==> src/rtl/axilite_master_ctrl.sv <==
// Single-outstanding AXI4-Lite master: turns cmd/rsp requests into AW+W->B or AR->R transactions.
// Define AXIL_MCTRL_TIMEOUT_EN to build the watchdog that ends a stuck transaction after TIMEOUT_CYCLES.
module axilite_master_ctrl #(
  parameter int ADDR_W         = 32,
  parameter int DATA_W         = 32,
  parameter int TIMEOUT_CYCLES = 64
) (
  input  logic              aclk,
  input  logic              areset,
  input  logic              cmd_valid,
  output logic              cmd_ready,
  input  logic              cmd_write,
  input  logic [ADDR_W-1:0] cmd_addr,
  input  logic [DATA_W-1:0] cmd_wdata,
  output logic              rsp_valid,
  input  logic              rsp_ready,
  output logic [DATA_W-1:0] rsp_rdata,
  output logic [1:0]        rsp_resp,
  output logic              rsp_timeout,
  output logic              m_axi_awvalid,
  input  logic              m_axi_awready,
  output logic [ADDR_W-1:0] m_axi_awaddr,
  output logic              m_axi_wvalid,
  input  logic              m_axi_wready,
  output logic [DATA_W-1:0] m_axi_wdata,
  input  logic              m_axi_bvalid,
  output logic              m_axi_bready,
  input  logic [1:0]        m_axi_bresp,
  output logic              m_axi_arvalid,
  input  logic              m_axi_arready,
  output logic [ADDR_W-1:0] m_axi_araddr,
  input  logic              m_axi_rvalid,
  output logic              m_axi_rready,
  input  logic [DATA_W-1:0] m_axi_rdata,
  input  logic [1:0]        m_axi_rresp
);

  typedef enum logic [2:0] {IDLE, WR_REQ, WR_RESP, RD_REQ, RD_RESP, RSP} state_t;

  state_t state;
  logic   aw_done;
  logic   w_done;

  assign cmd_ready = (state == IDLE) && !areset;

  // A channel counts as done once its valid has dropped or its ready is sampled this edge.
  assign aw_done = !m_axi_awvalid || m_axi_awready;
  assign w_done  = !m_axi_wvalid  || m_axi_wready;

`ifdef AXIL_MCTRL_TIMEOUT_EN
  localparam int CNT_W = $clog2(TIMEOUT_CYCLES);

  logic [CNT_W-1:0] wd_cnt;
  logic             rsp_timeout_q;
  logic             completing;
  logic             wd_expired;

  always_comb begin
    completing = ((state == WR_RESP) && m_axi_bvalid && m_axi_bready) ||
                 ((state == RD_RESP) && m_axi_rvalid && m_axi_rready);
    wd_expired = (state inside {WR_REQ, WR_RESP, RD_REQ, RD_RESP}) &&
                 (wd_cnt == CNT_W'(TIMEOUT_CYCLES - 1)) && !completing;
  end

  assign rsp_timeout = rsp_timeout_q;
`else
  assign rsp_timeout = 1'b0;
`endif

  always_ff @(posedge aclk or posedge areset) begin
    if (areset) begin
      state         <= IDLE;
      m_axi_awvalid <= 1'b0;
      m_axi_wvalid  <= 1'b0;
      m_axi_bready  <= 1'b0;
      m_axi_arvalid <= 1'b0;
      m_axi_rready  <= 1'b0;
      m_axi_awaddr  <= '0;
      m_axi_wdata   <= '0;
      m_axi_araddr  <= '0;
      rsp_valid     <= 1'b0;
      rsp_rdata     <= '0;
      rsp_resp      <= 2'b00;
`ifdef AXIL_MCTRL_TIMEOUT_EN
      wd_cnt        <= '0;
      rsp_timeout_q <= 1'b0;
`endif
    end else begin
      case (state)
        IDLE: begin
          if (cmd_valid && cmd_ready) begin
            if (cmd_write) begin
              m_axi_awaddr  <= cmd_addr;
              m_axi_wdata   <= cmd_wdata;
              m_axi_awvalid <= 1'b1;
              m_axi_wvalid  <= 1'b1;
              state         <= WR_REQ;
            end else begin
              m_axi_araddr  <= cmd_addr;
              m_axi_arvalid <= 1'b1;
              state         <= RD_REQ;
            end
          end
        end
        WR_REQ: begin
          if (m_axi_awready) m_axi_awvalid <= 1'b0;
          if (m_axi_wready)  m_axi_wvalid  <= 1'b0;
          if (aw_done && w_done) begin
            m_axi_bready <= 1'b1;
            state        <= WR_RESP;
          end
        end
        WR_RESP: begin
          if (m_axi_bvalid && m_axi_bready) begin
            rsp_resp     <= m_axi_bresp;
            rsp_rdata    <= '0;
            m_axi_bready <= 1'b0;
            rsp_valid    <= 1'b1;
            state        <= RSP;
          end
        end
        RD_REQ: begin
          if (m_axi_arready) begin
            m_axi_arvalid <= 1'b0;
            m_axi_rready  <= 1'b1;
            state         <= RD_RESP;
          end
        end
        RD_RESP: begin
          if (m_axi_rvalid && m_axi_rready) begin
            rsp_rdata    <= m_axi_rdata;
            rsp_resp     <= m_axi_rresp;
            m_axi_rready <= 1'b0;
            rsp_valid    <= 1'b1;
            state        <= RSP;
          end
        end
        RSP: begin
          if (rsp_ready) begin
            rsp_valid <= 1'b0;
`ifdef AXIL_MCTRL_TIMEOUT_EN
            rsp_timeout_q <= 1'b0;
`endif
            state     <= IDLE;
          end
        end
        default: state <= IDLE;
      endcase
`ifdef AXIL_MCTRL_TIMEOUT_EN
      if (state == IDLE) begin
        wd_cnt <= '0;
      end else if (state != RSP) begin
        wd_cnt <= wd_cnt + CNT_W'(1);
      end
      // Watchdog overrides the normal sequencing; readies drop so late beats are never taken.
      if (wd_expired) begin
        m_axi_awvalid <= 1'b0;
        m_axi_wvalid  <= 1'b0;
        m_axi_bready  <= 1'b0;
        m_axi_arvalid <= 1'b0;
        m_axi_rready  <= 1'b0;
        rsp_resp      <= 2'b10;
        rsp_rdata     <= '0;
        rsp_timeout_q <= 1'b1;
        rsp_valid     <= 1'b1;
        state         <= RSP;
      end
`endif
    end
  end

endmodule

==> config.mk <==
export PLATFORM = sky130hd
export DESIGN_NAME = axilite_master_ctrl
export DESIGN_NICKNAME = d
export VERILOG_FILES = /design/src/rtl/axilite_master_ctrl.sv
export SDC_FILE = /design/constraint.sdc
export NUM_CORES = 1
export LEC_CHECK = 0
export ABC_AREA = 1
export BUFFER_PORTS_ARGS = -buffer_cell sky130_fd_sc_hd__buf_2
export CAP_MARGIN = 20
export CORE_AREA = 5 5 134 136
export DETAILED_ROUTE_END_ITERATION = 12
export DIE_AREA = 0 0 139 141
export PLACE_DENSITY = 0.66
export SLEW_MARGIN = 20
export SYNTH_ARGS = -nofsm -noshare
export SYNTH_HDL_FRONTEND = slang
export SYNTH_SLANG_ARGS = --single-unit
==> constraint.sdc <==
create_clock -name aclk -period 7.8 [get_ports aclk]
set_input_delay 1.95 -clock aclk [delete_from_list [all_inputs] [get_ports aclk]]
set_output_delay 1.95 -clock aclk [all_outputs]
set_load 0.05 [all_outputs]
**Word level (Yosys, flattened, before mapping)**

Index checks and enable logic that the tools add are counted.

- Input port bits: 110
- Register bits after elaboration: 139
- Logic and storage cells: 89

- Multiplexer cells: 34
- Equality and inequality tests: 15
- Bitwise operators: 1
- Reduce and logical (&&, ||, !) cells: 27

Operators with widths:

| kind | number |
|---|---|
| $mux W32 | 2 |
| $pmux W32 S2 | 1 |
| $mux W3 | 6 |
| $ne A2 B2 Y1 const B | 9 |
| $pmux W3 S6 | 1 |
| $reduce_and A4 Y1 | 4 |
| $reduce_and A3 Y1 | 5 |
| $mux W1 | 14 |
| $pmux W1 S2 | 5 |
| $reduce_bool A2 Y1 | 5 |
| $eq A3 B2 Y1 const B | 2 |
| $eq A3 B3 Y1 const B | 2 |
| $mux W2 | 3 |
| $reduce_and A6 Y1 | 1 |
| $logic_and A1 B1 Y1 | 5 |
| $pmux W2 S2 | 1 |
| $eq A3 B1 Y1 const B | 1 |
| $logic_not A1 Y1 | 3 |
| $logic_not A3 Y1 | 1 |
| $pmux W1 S3 | 1 |
| $reduce_bool A3 Y1 | 1 |
| $logic_or A1 B1 Y1 | 2 |
| $ne A2 B1 Y1 const B | 1 |
| $not A1 Y1 | 1 |

**Depth between registers and ports, before layout**

Gate-level depths: netlist of run 1.

- Depth after elaboration: 5
- Gate-level depth with buffers: 9
- Depth with buffers taken out: 9

**Least setup slack after synthesis of run 1**

Ideal clock, no wire load.

- Path kind: input -> register
- Start: input areset
- End: register state[1]
- Arrival time: 5.493 ns
- Required time: 7.683 ns
- Path slack: 2.190 ns
- Buffers on the path: 0
- Stages: 6
- Setup time: 0.117 ns
- Path through: inv_1 a21oi_1 nor2_1 nand2_1 nand2_1 nand2_1

- Cells in the longest elaborated chain, start to end: 5

RTL lines:

| element | line | source |
|---|---|---|
| from (decl) | 9 | `input logic areset,` |
| $logic_not A1 Y1 (no line) | -- |  |
| $logic_and A1 B1 Y1 | 44 | `assign cmd_ready = (state == IDLE) && !areset;` |
| $logic_and A1 B1 Y1 | 91 | `if (cmd_valid && cmd_ready) begin` |
| $ne A2 B1 Y1 (no line) | -- |  |
| $reduce_and A6 Y1 (no line) | -- |  |
| to (signal assigned) | 97 | `state <= WR_REQ;` |
| to (signal assigned) | 101 | `state <= RD_REQ;` |
| to (signal assigned) | 110 | `state <= WR_RESP;` |
| to (decl) | 40 | `state_t state;` |

Every way passes these cells.
A chain may end at the register's enable or synchronous reset.

**Worst setup path after layout of run 1**

- Start: input areset
- End: output cmd_ready

- Cells in the longest elaborated chain, start to end: 2

RTL lines:

| element | line | source |
|---|---|---|
| $logic_not A1 Y1 (no line) | -- |  |
| $logic_and A1 B1 Y1 | 44 |  |
| to (decl) | 11 | `output logic cmd_ready,` |

Every way passes these cells.

==> reports/results.tsv, run 1 <==
stage	metric	value	unit
setup_path	reg2reg_depth	6	
clocking	postCtsSetupBuffers	0	
clocking	cts_hold_buffers	0	
setup_path	critical_path_required	5.85	ns
timing	timing.hold.ws	0.470	ns
hold_path	hold_depth	2	
placed_design	io_buffer_count	246	
synth	postSynthCellCount	619	
clocking	h-tree-depth	4	
grt	grt_max_degree	88	
setup_path	r2r_end	rsp_resp[1]	
setup_path	slowest_delay	0.27	ns
route	routed_via_density	4.43	
synth	syn_nets	729	
route	postRouteAntennaNets	0	
placed_design	place.gp.congestion	0.844	
setup_path	cp_num_buf_inv	2	
cells_and_area	diodes	0	
floorplan	start_util	33.1	%
synth	synthDistinctLibCells	24	
synth	synth_edf_count	0	
floorplan	dieArea	0.0196	sq mm
timing	tightest_slew	0.895	ns
clocking	cts_resized	0	
timing	hold_viol	0	
placed_design	placed_area	0.00691	sq mm
grt	antenna_found_initial	1	
timing	fin_crit_sh	56.5	%
floorplan	io_pins	248	
timing	fin_tns_setup	0	ns
synth	synth-seq-cells	139	
clocking	cts_buffer_depth	2	
timing	timing.final.max_slew_violations	0	
route	first_pass_iters	4	
cells_and_area	layout_commonest_cell	nand2_1	
synth	syn-cell-area	0.00556	sq mm
grt	grt.total_usage	15.1	%
timing	max-slew-margin-rel	40.0	%
clocking	cts_tree	yes	
setup_path	cp.arrival	2.46	ns
floorplan	die_x	139	um
cells_and_area	nNetsFinal	966	
setup_path	cpMaxStageDelayCell	buf_2	
placed_design	hpwl	10.5	mm
clocking	clk_latency	0.41	ns
placed_design	place_inst	1062	
hold_path	min_from	m_axi_arvalid	
route	drc	0	
clocking	clk_pin_slew	0.06	ns
outcome	outcome	finished, final reports clean	
timing	skew	0.00776	ns
cells_and_area	area_delta_synth_final	34.7	%
grt	grt_pass1_vias	4643	
setup_path	cp_common_cell	buf_2	
timing	rsz0062_at_grt	false	
cells_and_area	final_area	0.00749	sq mm
synth	synthArstFlopShare	100	%
setup_path	reg2reg_slack	5.72	ns
grt	grt_overflow	0	
cells_and_area	fin_cells	1094	
floorplan	die_h	141	um
route	finalWirelength	14.8	mm
cells_and_area	fill_cells	1699	
hold_path	min_to	m_axi_arvalid	
setup_path	cp-end-kind	output pin	
floorplan	rows	48	
cells_and_area	multi_input_area	0.00168	sq mm
grt	grt_pass1_wl	23.8	mm
route	wire_per_inst	13.5	um
setup_path	critPathMaxFanout	4	
cells_and_area	mostFrequentLayoutCells	nand2_1, buf_2, dfrtp_1	
floorplan	core_area	0.0168	sq mm
cells_and_area	regArea	0.00348	sq mm
flow_run	maxCapViolCount	0	
route	num_vias	4850	
setup_path	crit_chain	buf_2 > nor2_1 > buf_2	
route	drt_iter0_drc	255	
synth	synth-seq-area-share	62.6	%
clocking	clockRootBuffer	clkbuf_16	
clocking	cts_buffers	17	
timing	period_minus_slack	4.41	ns
cells_and_area	drive_gt1_share	33.5	%
timing	final-setup-viol-count	0	
setup_path	path_class	primary input to output pin	
synth	ys_warn_count	0	
synth	syn_area_per_cell	8.98	sq um
clocking	cts.sinks	139	
setup_path	critPathTopFamily	buffers and inverters	
timing	maxClockFrequency	0.227	GHz
hold_path	hold_class	register to register	
synth	synth_top_flop_cell	dfrtp_1	
setup_path	regToRegStartpoint	state[2]	
setup_path	startpoint_type	primary input	
## metal layers
layer  share of wire (%)  GRT usage, %  wire, um  vias up
li1                    -             -         -     2397
met1                  44          19.1      6530     2231
met2                  45          23.5      6610      205
met3                 9.5          6.38      1410       15
met4                 1.3          5.25       197        2
met5               0.088             0        13        -
## cell families after synthesis
logic type             count (synthesis)  share of synthesized area, %
AO/OA/AOI/OAI                        101                          9.18
buffers and inverters                 83                          7.45
flip-flops                           139                          62.6
other                                  1                        0.0674
AND/OR/NAND/NOR                      295                          20.7
## state kept, by name (all words and copies together) (netlist names)
register	cells
m_axi_wdata	32
m_axi_arvalid	1
m_axi_araddr	32
m_axi_rready	1
m_axi_awvalid	1
rsp_valid	1
m_axi_awaddr	32
rsp_resp	2
rsp_rdata	32
state	3
m_axi_bready	1
m_axi_wvalid	1
## area by class of cell
class                   instances  share of cell area (%)
well taps                     225                    3.76
inverters                      51                    2.62
multi-input cells             397                    22.4
flip-flops and latches        139                    46.4
clock inverters                12                    1.85
clock buffers                  20                    5.96
repair buffers                250                    17.0
## cells in the mapped netlist, drive strengths merged (2+ instances only)
master	instances	area share, %
dfrtp	139	63
nor3	2	0.27
inv	50	3.4
clkbuf	7	0.47
a21oi	2	0.18
nand3	13	1.3
buf	25	3.5
o21ai	97	8.7
nor2	8	0.72
nand2	271	18
## worst max path at each step
| stage | startpoint | end | slack [ns] | depth (start not counted) |
|---|---|---|---|---|
| 2_1_floorplan | areset | m_axi_araddr[0] | 2.11 | 1 |
| 3_3_place_gp | areset | cmd_ready | 3.40 | 3 |
| 3_5_place_dp | areset | cmd_ready | 3.39 | 3 |
| 4_1_cts | areset | cmd_ready | 3.38 | 3 |
| 5_1_grt | areset | cmd_ready | 3.37 | 3 |
| 6_report | areset | cmd_ready | 3.39 | 3 |
## metrics by stage
step,worst slack [ns],util (%)
after detailed placement,3.39,41.1
after global routing,3.37,44.5
after global placement,3.40,40.9
after floorplan,2.11,-
after CTS,3.38,44.5
final,3.39,44.5
## worst reg2reg max path: stages (launching register included)
cell	delay (ns)
dfrtp_1	0.50
nand2_1	0.22
clkinv_1	0.74
nand2_1	0.33
nand2_1	0.08
nand2_1	0.07
nand2_1	0.04
Power of run 1 is not shown: default switching activity piles up to over one toggle a cycle in this logic, so the estimate is an artifact.
==> run 2: changes to the inputs <==
ABC_AREA = 0   (was 1)
PLACE_DENSITY = 0.68   (was 0.66)
clock period = 3.8 ns   (was 7.8 ns; I/O delays follow)
==> run 2 against run 1 <==
Compared with the run above:
- register-to-register slack got worse by 4.1 ns
- clock skew is 0.00070 ns lower
- worst setup slack lost 2.4 ns
- final cell count decreased by 17%
- flip-flop and latch count unchanged
- critical path depth unchanged
- global-route usage shrank 1.3 points
- sequential share of layout area decreased by 0.80 points
- count of clock-buffer cells in the layout down 3
- largest cell class unchanged
- highest routed layer is now met4
==> reports/results.tsv, run 2 <==
stage	metric	value	unit	change
route	routed_via_density	4.47		was 4.43
cells_and_area	area_delta_synth_final	38.9	%	was 34.7%
grt	grt_pass1_vias	4140		was 4643
synth	syn_nets	525		was 729
grt	grt_pass1_wl	21.8	mm	was 23.8 mm
synth	synthDistinctLibCells	32		was 24
grt	grt_max_degree	70		was 88
timing	fin_tns_setup	0	ns	unchanged
floorplan	dieArea	0.0196	sq mm	unchanged
synth	synthTopCellsByArea	dfrtp_1, mux2_2, nand2_1		was dfrtp_1, nand2_1, o21ai_0
route	first_pass_iters	4		unchanged
synth	synth_top_area_share	63.4	%	was 62.6%
setup_path	reg2reg_depth	5		was 6
floorplan	io_pins	248		unchanged
synth	synth-seq-area-share	63.4	%	was 62.6%
timing	max-slew-margin-rel	37.4	%	was 40.0%
cells_and_area	drive_gt1_share	57.8	%	was 33.5%
setup_path	cpMaxStageDelayCell	dfrtp_1		was buf_2
grt	antenna_found_initial	1		unchanged
cells_and_area	nNetsFinal	774		was 966
timing	tightest_slew	0.937	ns	was 0.895 ns
setup_path	path_class	register to output pin		was primary input to output pin
clocking	cts_buffers	17		unchanged
clocking	clockRootBuffer	clkbuf_16		unchanged
cells_and_area	final_area	0.00762	sq mm	was 0.00749 sq mm
cells_and_area	fin_util	45.3	%	was 44.5%
flow_run	maxCapViolCount	0		unchanged
hold_path	hold_depth	2		unchanged
synth	synthArstFlopShare	100	%	unchanged
clocking	h-tree-depth	4		unchanged
clocking	cts_tree	yes		unchanged
synth	syn_area_per_cell	13.2	sq um	was 8.98 sq um
setup_path	critical_path_required	2.85	ns	was 5.85 ns
route	postRouteAntennaNets	0		unchanged
grt	grt_overflow	0		unchanged
synth	synth_edf_count	0		unchanged
timing	hold_viol	0		unchanged
clocking	clk_latency	0.41	ns	about the same
setup_path	r2r_end	m_axi_araddr[3]		was rsp_resp[1]
synth	synth_most_common_cell	dfrtp_1		was nand2_1
synth	synthTopCellsByCount	dfrtp_1, mux2_2, nand2_1, o21ai_0, clkbuf_1		was nand2_1, dfrtp_1, o21ai_0, inv_1, o21ai_1
synth	syn-cell-area	0.00549	sq mm	was 0.00556 sq mm
timing	skew	0.00706	ns	was 0.00776 ns
placed_design	hpwl	9.84	mm	was 10.5 mm
grt	grt.total_usage	13.8	%	was 15.1%
timing	fin_crit_sh	73.0	%	
hold_path	min_from	rsp_rdata[14]		was m_axi_arvalid
clocking	cts_hold_buffers	0		unchanged
setup_path	startpoint_type	register		was primary input
synth	synth.largest_area_cell	dfrtp_1		unchanged
synth	synth_top_flop_cell	dfrtp_1		unchanged
timing	final-setup-viol-count	0		unchanged
route	drt_iter0_drc	81		was 255
synth	ys_warn_count	0		unchanged
clocking	cts.sinks	139		unchanged
route	drc	0		unchanged
timing	maxClockFrequency	0.360	GHz	
floorplan	start_util	32.6	%	was 33.1%
synth	postSynthCellCount	415		was 619
setup_path	cp-end-kind	output pin		unchanged
clocking	postCtsSetupBuffers	0		unchanged
setup_path	cp.arrival	1.83	ns	was 2.46 ns
cells_and_area	layout_commonest_cell	buf_2		was nand2_1
floorplan	die_h	141	um	unchanged
floorplan	die_x	139	um	unchanged
timing	timing.final.max_slew_violations	0		unchanged
clocking	cts_buffer_depth	2		unchanged
route	wire_per_inst	14.9	um	was 13.5 um
placed_design	place.gp.congestion	0.802		was 0.844
setup_path	regToRegStartpoint	state[1]		was state[2]
setup_path	critPathMaxFanout	14		was 4
placed_design	io_buffer_count	246		unchanged
floorplan	rows	48		unchanged
route	finalWirelength	13.4	mm	was 14.8 mm
cells_and_area	mostFrequentLayoutCells	buf_2, dfrtp_1, mux2_2		was nand2_1, buf_2, dfrtp_1
setup_path	slowest_delay	0.54	ns	was 0.27 ns
hold_path	min_to	rsp_rdata[14]		was m_axi_arvalid
timing	rsz0062_at_grt	false		unchanged
timing	period_minus_slack	2.78	ns	
placed_design	place_inst	870		was 1062
clocking	clk_pin_slew	0.06	ns	about the same
placed_design	placed_area	0.00697	sq mm	was 0.00691 sq mm
setup_path	reg2reg_slack	1.57	ns	was 5.72 ns
route	num_vias	4039		was 4850
synth	synth-seq-cells	139		unchanged
clocking	cts_resized	0		unchanged
cells_and_area	fin_cells	903		was 1094
outcome	outcome	finished, final reports clean		unchanged
hold_path	hold_class	register to register		unchanged
floorplan	core_area	0.0168	sq mm	unchanged
setup_path	crit_chain	or2_4 > nor3_4 > buf_2		was buf_2 > nor2_1 > buf_2
==> run 2: cell count changes in the layout (fill, tap and decap cells not counted), sizes merged, moves of 3 or more <==
cell,delta
mux2,+98
nand2,-199
o21ai,-56
clkbuf,-3
nand3b,+4
buf,+4
nand2b,+3
nor2,-7
nand3,-12
bufinv,+3
inv,-42
==> run 2: how the worst max path moves through the flow <==
stage                         from         endpoint  slack (ns)
after floorplan             areset  m_axi_araddr[0]        1.11
after global placement      areset        cmd_ready        1.18
after detailed placement    areset        cmd_ready        1.18
after CTS                 state[1]        cmd_ready        0.98
after global routing      state[1]        cmd_ready        0.92
final                     state[1]        cmd_ready        1.02
==> run 2: logic make-up (layout without fill, tap and decap cells) <==
family          Yosys count  count (layout)  synth area share, %
compound gates           55              55                 5.54
buf+inv                  32             294                 3.12
flops                   139             139                 63.4
mux                     100             100                 20.5
other cells               1               2               0.0683
simple gates             88              88                 7.43
==> run 2: cell type report <==
cell class,instances,area (sq um)
tap,225,282
clock inverter,15,220
sequential,139,3480
inverter,8,33.8
antenna,1,2.50
multi-input combinational,244,1860
timing repair buffer,254,1320
clock buffer,17,425
fill,1597,9190
==> run 2: layer usage <==
| layer | global-route usage [%] | wire, um | vias up |
|---|---|---|---|
| met5 | 0 | 0 | - |
| met4 | 5.56 | 241 | 0 |
| met3 | 4.82 | 1010 | 16 |
| met2 | 23.0 | 6630 | 151 |
| met1 | 16.5 | 5570 | 1950 |
| li1 | - | - | 1922 |
==> run 2: through the flow <==
step	setup WS (ns)	hold slack, ns
finish	1.02	0.472
global route	0.919	0.489
CTS	0.985	0.478
detailed placement	1.18	0.465
global placement	1.18	0.459
floorplan	1.11	0.638
==> run 2: worst max-delay path, delay by kind of cell (launching register included) <==
family                 cells  cell delay (ns)
DFF                        1             0.54
and+or+nand+nor            2             0.56
buffers and inverters      1             0.32
Power of run 2 is left out for the same reason.
